--- config.mk ---
export PLATFORM = sky130hd
export DESIGN_NAME = game_state_ctrl_flat
export DESIGN_NICKNAME = d
export VERILOG_FILES = /design/src/rtl/game_pkg.sv /design/src/rtl/game_state_ctrl_if.sv /design/src/rtl/key_edge.sv /design/src/rtl/game_state_ctrl.sv /design/src/flat_wrapper.sv
export SDC_FILE = /design/constraint.sdc
export NUM_CORES = 1
export LEC_CHECK = 0
export BUFFER_PORTS_ARGS = -buffer_cell sky130_fd_sc_hd__buf_4
export CAP_MARGIN = 20
export CORE_AREA = 5 5 65 61
export DETAILED_ROUTE_END_ITERATION = 12
export DIE_AREA = 0 0 70 66
export PLACE_DENSITY = 0.66
export SLEW_MARGIN = 10
export SYNTH_ARGS = -nofsm -noshare
export SYNTH_HDL_FRONTEND = slang
export SYNTH_SLANG_ARGS = --single-unit
--- constraint.sdc ---
create_clock -name Clk -period 2.4 [get_ports Clk]
set_input_delay 0.24 -clock Clk [delete_from_list [all_inputs] [get_ports Clk]]
set_output_delay 0.24 -clock Clk [all_outputs]
set_load 0.05 [all_outputs]
--- src/rtl/game_pkg.sv ---
// Shared types and default key codes for the game screen controller and menu logic.
package game_pkg;

  typedef enum logic [2:0] {
    START    = 3'd0,
    PLAY     = 3'd1,
    PAUSE    = 3'd2,
    DYING    = 3'd3,
    GAMEOVER = 3'd4,
    WIN      = 3'd5
  } state_e;

  localparam logic [15:0] KEY_ENTER = 16'h0028;
  localparam logic [15:0] KEY_ESC   = 16'h0029;
  localparam logic [15:0] KEY_SPACE = 16'h002C;

endpackage

--- src/rtl/game_state_ctrl_if.sv ---
// Bundle between the keyboard/collision sources and the screen controller.
interface game_state_ctrl_if #(
  parameter int KEY_W   = 16,
  parameter int LIVES_W = 2
);

  logic [KEY_W-1:0]   keyboard;
  logic               pacDeath;
  logic               winsignal;
  logic               startscreen;
  logic               gamescreen;
  logic               pausescreen;
  logic               gameoverscreen;
  logic               winscreen;
  logic               game_run;
  logic               new_game;
  logic               respawn;
  logic [LIVES_W-1:0] lives_left;

  // The master side supplies keys and game events; the slave is the controller.
  modport master (
    output keyboard, pacDeath, winsignal,
    input  startscreen, gamescreen, pausescreen, gameoverscreen, winscreen,
           game_run, new_game, respawn, lives_left
  );

  modport slave (
    input  keyboard, pacDeath, winsignal,
    output startscreen, gamescreen, pausescreen, gameoverscreen, winscreen,
           game_run, new_game, respawn, lives_left
  );

endinterface

--- src/rtl/key_edge.sv ---
// Turns a level scan code into single-cycle press strobes for three key codes.
module key_edge #(
  parameter int               KEY_W = 16,
  parameter logic [KEY_W-1:0] CODE0 = 16'h0028,
  parameter logic [KEY_W-1:0] CODE1 = 16'h0029,
  parameter logic [KEY_W-1:0] CODE2 = 16'h002C
) (
  input  logic             clk,
  input  logic             rst_n,
  input  logic [KEY_W-1:0] key_i,
  output logic [2:0]       press_o
);

  logic [KEY_W-1:0] key_q;

  always_ff @(posedge clk or negedge rst_n) begin
    if (!rst_n) begin
      key_q <= '0;
    end else begin
      key_q <= key_i;
    end
  end

  // A held key only counts once; a re-press needs a different code in between.
  assign press_o[0] = (key_i == CODE0) && (key_q != CODE0);
  assign press_o[1] = (key_i == CODE1) && (key_q != CODE1);
  assign press_o[2] = (key_i == CODE2) && (key_q != CODE2);

endmodule

--- src/rtl/game_state_ctrl.sv ---
// Top-level screen FSM: start/play/pause/dying/game-over/win with lives and a timed death.
module game_state_ctrl
  import game_pkg::*;
#(
  parameter int               KEY_W        = 16,
  parameter logic [KEY_W-1:0] KEY_START    = KEY_ENTER,
  parameter logic [KEY_W-1:0] KEY_PAUSE    = KEY_ESC,
  parameter logic [KEY_W-1:0] KEY_ACK      = KEY_SPACE,
  parameter int               LIVES        = 3,
  parameter int               LIVES_W      = 2,
  parameter int               DEATH_CYCLES = 60,
  parameter int               TMR_W        = 8
) (
  input logic               Clk,
  input logic               Reset_n,
  game_state_ctrl_if.slave  bus
);

  localparam logic [2:0] S_START    = START;
  localparam logic [2:0] S_PLAY     = PLAY;
  localparam logic [2:0] S_PAUSE    = PAUSE;
  localparam logic [2:0] S_DYING    = DYING;
  localparam logic [2:0] S_GAMEOVER = GAMEOVER;
  localparam logic [2:0] S_WIN      = WIN;

  localparam logic [TMR_W-1:0]   TMR_LAST   = TMR_W'(DEATH_CYCLES - 1);
  localparam logic [LIVES_W-1:0] LIVES_INIT = LIVES_W'(LIVES);
  localparam logic [LIVES_W-1:0] LIVES_ONE  = LIVES_W'(1);

  logic [2:0]         state_q, state_d;
  logic [TMR_W-1:0]   timer_q, timer_d;
  logic [LIVES_W-1:0] lives_q, lives_d;
  logic               newGame_q, newGame_d;
  logic               respawn_q, respawn_d;
  logic [2:0]         press;

  key_edge #(
    .KEY_W (KEY_W),
    .CODE0 (KEY_START),
    .CODE1 (KEY_PAUSE),
    .CODE2 (KEY_ACK)
  ) u_key_edge (
    .clk     (Clk),
    .rst_n   (Reset_n),
    .key_i   (bus.keyboard),
    .press_o (press)
  );

  always_comb begin
    state_d   = state_q;
    timer_d   = timer_q;
    lives_d   = lives_q;
    newGame_d = 1'b0;
    respawn_d = 1'b0;
    case (state_q)
      S_START: begin
        if (press[0]) begin
          state_d   = S_PLAY;
          newGame_d = 1'b1;
          lives_d   = LIVES_INIT;
        end
      end
      S_PLAY: begin
        if (bus.pacDeath) begin
          state_d = S_DYING;
          timer_d = '0;
        end else if (bus.winsignal) begin
          state_d = S_WIN;
        end else if (press[1]) begin
          state_d = S_PAUSE;
        end
      end
      S_PAUSE: begin
        if (press[1]) begin
          state_d = S_PLAY;
        end
      end
      S_DYING: begin
        // The last life ends the game, so lives_left can never wrap below zero.
        if (timer_q == TMR_LAST) begin
          timer_d = '0;
          if (lives_q == LIVES_ONE) begin
            state_d = S_GAMEOVER;
            lives_d = '0;
          end else begin
            state_d   = S_PLAY;
            lives_d   = lives_q - LIVES_ONE;
            respawn_d = 1'b1;
          end
        end else begin
          timer_d = timer_q + TMR_W'(1);
        end
      end
      S_GAMEOVER, S_WIN: begin
        if (press[2]) begin
          state_d = S_START;
        end
      end
      default: begin
        state_d = S_START;
      end
    endcase
  end

  always_ff @(posedge Clk or negedge Reset_n) begin
    if (!Reset_n) begin
      state_q   <= S_START;
      timer_q   <= '0;
      lives_q   <= LIVES_INIT;
      newGame_q <= 1'b0;
      respawn_q <= 1'b0;
    end else begin
      state_q   <= state_d;
      timer_q   <= timer_d;
      lives_q   <= lives_d;
      newGame_q <= newGame_d;
      respawn_q <= respawn_d;
    end
  end

  // Screen selects decode the registered state; an illegal code drives them all low.
  assign bus.startscreen    = (state_q == S_START);
  assign bus.gamescreen     = (state_q == S_PLAY) || (state_q == S_PAUSE) || (state_q == S_DYING);
  assign bus.pausescreen    = (state_q == S_PAUSE);
  assign bus.gameoverscreen = (state_q == S_GAMEOVER);
  assign bus.winscreen      = (state_q == S_WIN);
  assign bus.game_run       = (state_q == S_PLAY);
  assign bus.new_game       = newGame_q;
  assign bus.respawn        = respawn_q;
  assign bus.lives_left     = lives_q;

endmodule

--- src/flat_wrapper.sv ---
// flat-port wrapper written by rule: the top's interface ports become plain ports
module game_state_ctrl_flat import game_pkg::*;
#(
  parameter int               KEY_W        = 16,
  parameter logic [KEY_W-1:0] KEY_START    = KEY_ENTER,
  parameter logic [KEY_W-1:0] KEY_PAUSE    = KEY_ESC,
  parameter logic [KEY_W-1:0] KEY_ACK      = KEY_SPACE,
  parameter int               LIVES        = 3,
  parameter int               LIVES_W      = 2,
  parameter int               DEATH_CYCLES = 60,
  parameter int               TMR_W        = 8
)
  (Clk, Reset_n, bus_keyboard, bus_pacDeath, bus_winsignal, bus_startscreen, bus_gamescreen, bus_pausescreen, bus_gameoverscreen, bus_winscreen, bus_game_run, bus_new_game, bus_respawn, bus_lives_left);
  game_state_ctrl_if #(.KEY_W(KEY_W), .LIVES_W(LIVES_W)) bus_i ();
  input logic Clk;
  input logic Reset_n;
  input wire logic [$bits(bus_i.keyboard)-1:0] bus_keyboard;
  input wire logic [$bits(bus_i.pacDeath)-1:0] bus_pacDeath;
  input wire logic [$bits(bus_i.winsignal)-1:0] bus_winsignal;
  output wire logic [$bits(bus_i.startscreen)-1:0] bus_startscreen;
  output wire logic [$bits(bus_i.gamescreen)-1:0] bus_gamescreen;
  output wire logic [$bits(bus_i.pausescreen)-1:0] bus_pausescreen;
  output wire logic [$bits(bus_i.gameoverscreen)-1:0] bus_gameoverscreen;
  output wire logic [$bits(bus_i.winscreen)-1:0] bus_winscreen;
  output wire logic [$bits(bus_i.game_run)-1:0] bus_game_run;
  output wire logic [$bits(bus_i.new_game)-1:0] bus_new_game;
  output wire logic [$bits(bus_i.respawn)-1:0] bus_respawn;
  output wire logic [$bits(bus_i.lives_left)-1:0] bus_lives_left;
  assign bus_i.keyboard = bus_keyboard;
  assign bus_i.pacDeath = bus_pacDeath;
  assign bus_i.winsignal = bus_winsignal;
  assign bus_startscreen = bus_i.startscreen;
  assign bus_gamescreen = bus_i.gamescreen;
  assign bus_pausescreen = bus_i.pausescreen;
  assign bus_gameoverscreen = bus_i.gameoverscreen;
  assign bus_winscreen = bus_i.winscreen;
  assign bus_game_run = bus_i.game_run;
  assign bus_new_game = bus_i.new_game;
  assign bus_respawn = bus_i.respawn;
  assign bus_lives_left = bus_i.lives_left;
  game_state_ctrl #(.KEY_W(KEY_W), .KEY_START(KEY_START), .KEY_PAUSE(KEY_PAUSE), .KEY_ACK(KEY_ACK), .LIVES(LIVES), .LIVES_W(LIVES_W), .DEATH_CYCLES(DEATH_CYCLES), .TMR_W(TMR_W)) u_core (.Clk(Clk), .Reset_n(Reset_n), .bus(bus_i));
endmodule
# After elaboration in Yosys (flattened, before gate mapping)
# Cells that the tools add are included.
# classes
add_sub_neg	2
mul	0
div_mod_pow	0
n_lt_le_gt_ge	0
n_eq_ne	19
shifts	0
mux	21
bitwise	0
n_reduce_logical	12
# ops
cell	count
16-bit by 6-bit equality test with 1-bit output, second input constant	3
16-bit by 6-bit inequality test with 1-bit output, second input constant	3
3-bit 2-to-1 mux	8
8-bit 2-to-1 mux	2
8-bit case mux with 2 select lines	1
3-bit case mux with 5 select lines	1
8-bit by 1-bit adder with 8-bit output, second input constant	1
8-bit by 6-bit equality test with 1-bit output, second input constant	1
2-bit by 1-bit inequality test with 1-bit output, second input constant	4
3-bit by 2-bit equality test with 1-bit output, second input constant	2
3-bit equality test, second input constant	2
2-bit 2-to-1 mux	3
1-bit 2-to-1 mux	5
5-bit AND reduction	1
4-bit by 3-bit inequality test with 1-bit output, second input constant	1
2-bit case mux with 2 select lines	1
2-bit nonzero test	2
3-bit by 1-bit equality test with 1-bit output, second input constant	1
1-bit logical AND	3
3-bit zero test	1
3-bit AND reduction	1
2-bit by 1-bit equality test with 1-bit output, second input constant	1
1-bit logical OR	2
2-bit inequality test, second input constant	1
other kinds (3)	3
# word_totals
reg_bits	31
latchBits	0
mem_bits_rw	0
romBits	0
inputBits	20
output_inout_bits	10
word_cells	60
n_memories	0

# Depth between registers and ports, before layout
# logic_depth
word_depth	6
ltp_mapped	7
mapped_depth_nobuf	7

# Modules after synthesis
# From an unflattened synthesis, not the netlist that was laid out.
# hier_totals
hier_cells	135
hier_area_um2	1418.9
# by_module_without_submodules
module	instances	cells_per_inst	area_each_um2	seq_area_each_um2
game_state_ctrl	1	100	860.8	377.9
key_edge	1	35	558.0	400.4

# Worst setup path after synthesis
# No wires, ideal clock.
# synth_path
path_type	register to register
from	register u_core.state_q[1]
to	register u_core.state_q[0]
setup_time_ns	0.125
arrival_ns	2.317
required_time_ns	2.275
setup_slack_ns	-0.042
path_stages_with_launch	7
path_buffers	1
synth_period_minus_slack_ns	2.442
cell_sequence	dfrtp_1 -> buf_4 -> inv_2 -> nor3_1 -> a21oi_1 -> o211a_4 -> mux2_4
# synth_via
word_cells_on_any_way	14
classes_between	eq/ne (10); mux (1); reduce/logical (3)
# synth_rtl
item	line	source
start: declaration	game_state_ctrl.sv:30	logic [2:0] state_q, state_d;
start signal: assignment	game_state_ctrl.sv:113	state_q <= state_d;
3-bit by 2-bit equality test with 1-bit output (*)	-	
via bus_pausescreen	flat_wrapper.sv:22	output wire logic [$bits(bus_i.pausescreen)-1:0] bus_pausescreen;
2-bit by 1-bit inequality test with 1-bit output (no source line)	-	
5-bit AND reduction (no source line)	-	
# Mark *: on every way through the listed nets, which the timed path passes. The rest lies on a longest branch.
# A chain may end at the register's enable or synchronous reset.

# Worst setup path after layout
# layout_path
from	input bus_keyboard[11]
to	register u_core.state_q[0]
# layout_via
elab_chain_cells	4
word_cells_on_any_way	11
classes_between	eq/ne (7); reduce/logical (4)
# layout_lines
item	line	source
start: declaration	flat_wrapper.sv:17	input wire logic [$bits(bus_i.keyboard)-1:0] bus_keyboard;
16-bit by 6-bit equality test with 1-bit output, on equally long branches	key_edge.sv:26, key_edge.sv:25, key_edge.sv:27	
1-bit logical AND, on equally long branches	key_edge.sv:26, key_edge.sv:25, key_edge.sv:27	
4-bit by 3-bit inequality test with 1-bit output (no source line) / 2-bit by 1-bit inequality test with 1-bit output (equally long branches)	-	
5-bit AND reduction (no source line) (*)	-	
# Every way passes the cells marked *; elsewhere a longest branch is shown, timed or not.

==> out/summary.txt <==
Req. time, crit path: 2.62 ns
DRT iter0 DRCs: 69
Via Count: 1149
Total track usage: 13.9%
Hold depth: 1
Synth Net Count: 148
Synth area leader: dfrtp_1
Placed cells: 199
Setup TNS: 0 ns
Core ar.: 0.00325 sq mm
Post-route ant nets: 0
Final hold slack: 0.0247 ns
CP Max Fanout: 3
Max cap viols: 0
Die Area: 0.00462 sq mm
Setup ws final: 0.168 ns
Worst VDD drop: 0.374 mV
Clock skew: 0.00926 ns
Hold Buf Count CTS: 1
Num rows: 20
Clock root cell: clkbuf_4
CTS Buffer Depth: 2
Routed len/inst: 13.9 um
Largest net degree at the start of global routing: 32
PwrDens: 556 mW/mm^2
Share of cells above drive strength 1: 31.2%
Fraction of registers with async set/reset: 100%
Slew Viols, Final: 0
First-pass DRT Iterations: 4
Slew @ Worst Pin: 0.594 ns
Synth Area per Inst: 11.0 sq um
Post-synth EDFFs: 0
F_max: 0.448 GHz
Leak: 0.800 nW
Setup CP Type: input pin to flip-flop
H-tree depth: 2
Seq cells post-synth: 31
IO Count: 30
Post-Syn Area: 0.00139 sq mm
Synth unique cells: 37
Die H: 66 um
Synth top area cells: dfrtp_1 52%, o21ai_1 4.0%, dfstp_2 3.8%
Residual DRC count: 0
Initial core utilization: 42.7%
Routed wire length: 3.03 mm
Post-synthesis sequential area ratio: 56.0%
Routability congestion estimate: 0.801
Clk slew on worst S/H paths: 0.10 ns
Max transition margin: 60.2%
RSZ-0062 raised after global routing: false
Total gr overflow: 0
Worst hold start: bus_keyboard[7]
Synth top area share: 52.3%
Worst skew pair latency: 0.33 ns
First-pass GRT wire length: 5.04 mm
CTS tree: done
Post-CTS resize count: 0
Final Critical Period: 2.23 ns
Final std cells w/o fill: 217
DP Worst Slack: 0.00228 ns
CP Launch Type: input pin
Buffer count from post-CTS setup fixing: 0
Worst hold path type: input pin to flip-flop
Worst R2R Path Depth: 6
R2R setup slack: 0.29 ns
Die X: 70 um
Crit end category: flip-flop
# setup viols final: 0
Fin. Hold Viols: 0
Hold Crit Endpoint: u_core.u_key_edge.key_q[7]
Clk sink count: 31
Reg2Reg Launch Point: u_core.timer_q[0]
Initial antenna violation count: 0
Dominant synthesized flop cell: dfrtp_1
Final #Nets: 194
Count of input and output buffers: 29
Part of the cycle the worst path needs: 93.0%
Capture point of the worst reg-to-reg path: u_core.state_q[0]
Mapped Cells: 126
Ant. Diodes: 0
Status: complete, no violations
DP HPWL: 2.20 mm
YS warnings: 0
Vias in the first global route: 1106
Area grow syn2layout: 33.1%
TritonCTS Buffers: 5
Crit path DAT: 2.45 ns
Via/cell ratio: 5.29
==> placed cells by master, fill, tap and decap left out, types with 3 or more instances in the layout <==
cell type,instances
nand4_1,4
nor2_1,10
dfrtp_1,29
dlygate4sd3_1,10
a21oi_1,3
o21ai_1,11
nor4_1,6
clkbuf_4,5
nand3_1,6
and3_1,3
nand2_1,11
o31ai_1,3
inv_1,3
buf_4,30
==> critical path, stage by stage <==
cell	delay (ns)
dlygate4sd3_1	0.54
buf_4	0.14
or2_2	0.31
or4_1	0.47
a31oi_1	0.24
o211a_4	0.22
mux2_4	0.29
==> sequential cells by signal, summed over array words and instances (netlist names) <==
signal                   flops
u_core.bus.lives_left        2
u_core.timer_q               8
u_core.bus.new_game          1
u_core.state_q               3
u_core.bus.respawn           1
u_core.u_key_edge.key_q     16
==> per-stage QoR <==
step / util (%) / power, mW / cell area [sq um]
after global placement: 51.2 / 0.619 / 1670
final: 56.8 / 1.03 / 1850
after global routing: 56.8 / 1.07 / 1850
after detailed placement: 51.2 / 0.622 / 1670
after floorplan: - / 0.574 / 1390
after CTS: 54.0 / 1.02 / 1760
==> synthesized netlist by cell type (all sizes together), types with 3 or more instances <==
cell type and n:
a21oi 5, nand4 4, nand3 6, nor2 10, dfrtp 29, nor4 7
and2 3, o21ai 11, and3 3, o31ai 3, mux2 3, nand2 11
inv 5
==> cell families after synthesis <==
kind of cell | after synthesis | share of synthesized area (%)
adders and majority gates | 2 | 1.80
xor gates and xnor gates | 1 | 0.631
AOI/OAI and AO/OA | 26 | 12.8
DFF | 31 | 56.0
and+or+nand+nor | 57 | 23.9
buffers and inverters | 6 | 1.89
muxes | 3 | 2.97
==> routing by layer <==
metal,track usage [%],share of wire (%),wire length [um]
met3,4.86,6.5,196
met2,23.5,50,1510
met4,4.31,0.89,27
met5,0,0,0
met1,16.9,43,1290
==> worst max-delay path by stage <==
stage | startpoint | end | slack, ns | cells past startpoint
floorplan | bus_keyboard[1] | u_core.state_q[0] | 0.31 | 5
global placement | bus_keyboard[4] | u_core.state_q[0] | 0.11 | 7
detailed placement | bus_keyboard[4] | u_core.state_q[0] | 0.002 | 7
CTS | u_core.timer_q[0] | u_core.state_q[0] | 0.29 | 6
global route | bus_keyboard[11] | u_core.state_q[1] | 0.1 | 8
finish | bus_keyboard[11] | u_core.state_q[0] | 0.17 | 7
==> where the power goes <==
part,total (mW),internal (mW),switching [mW]
Sequential,0.547,0.538,0.00853
Clock,0.404,0.219,0.185
Combinational,0.0772,0.0420,0.0352
==> cell type report <==
class / count / area, sq um
Clock buffer: 5 / 37.5
Clock inverter: 3 / 43.8
Fill cell: 294 / 1410
Inverter: 5 / 18.8
Multi-Input combinational cell: 89 / 589
Sequential cell: 31 / 778
Tap cell: 44 / 55.1
Timing Repair Buffer: 40 / 325
Power figures use the tool's default switching activity.
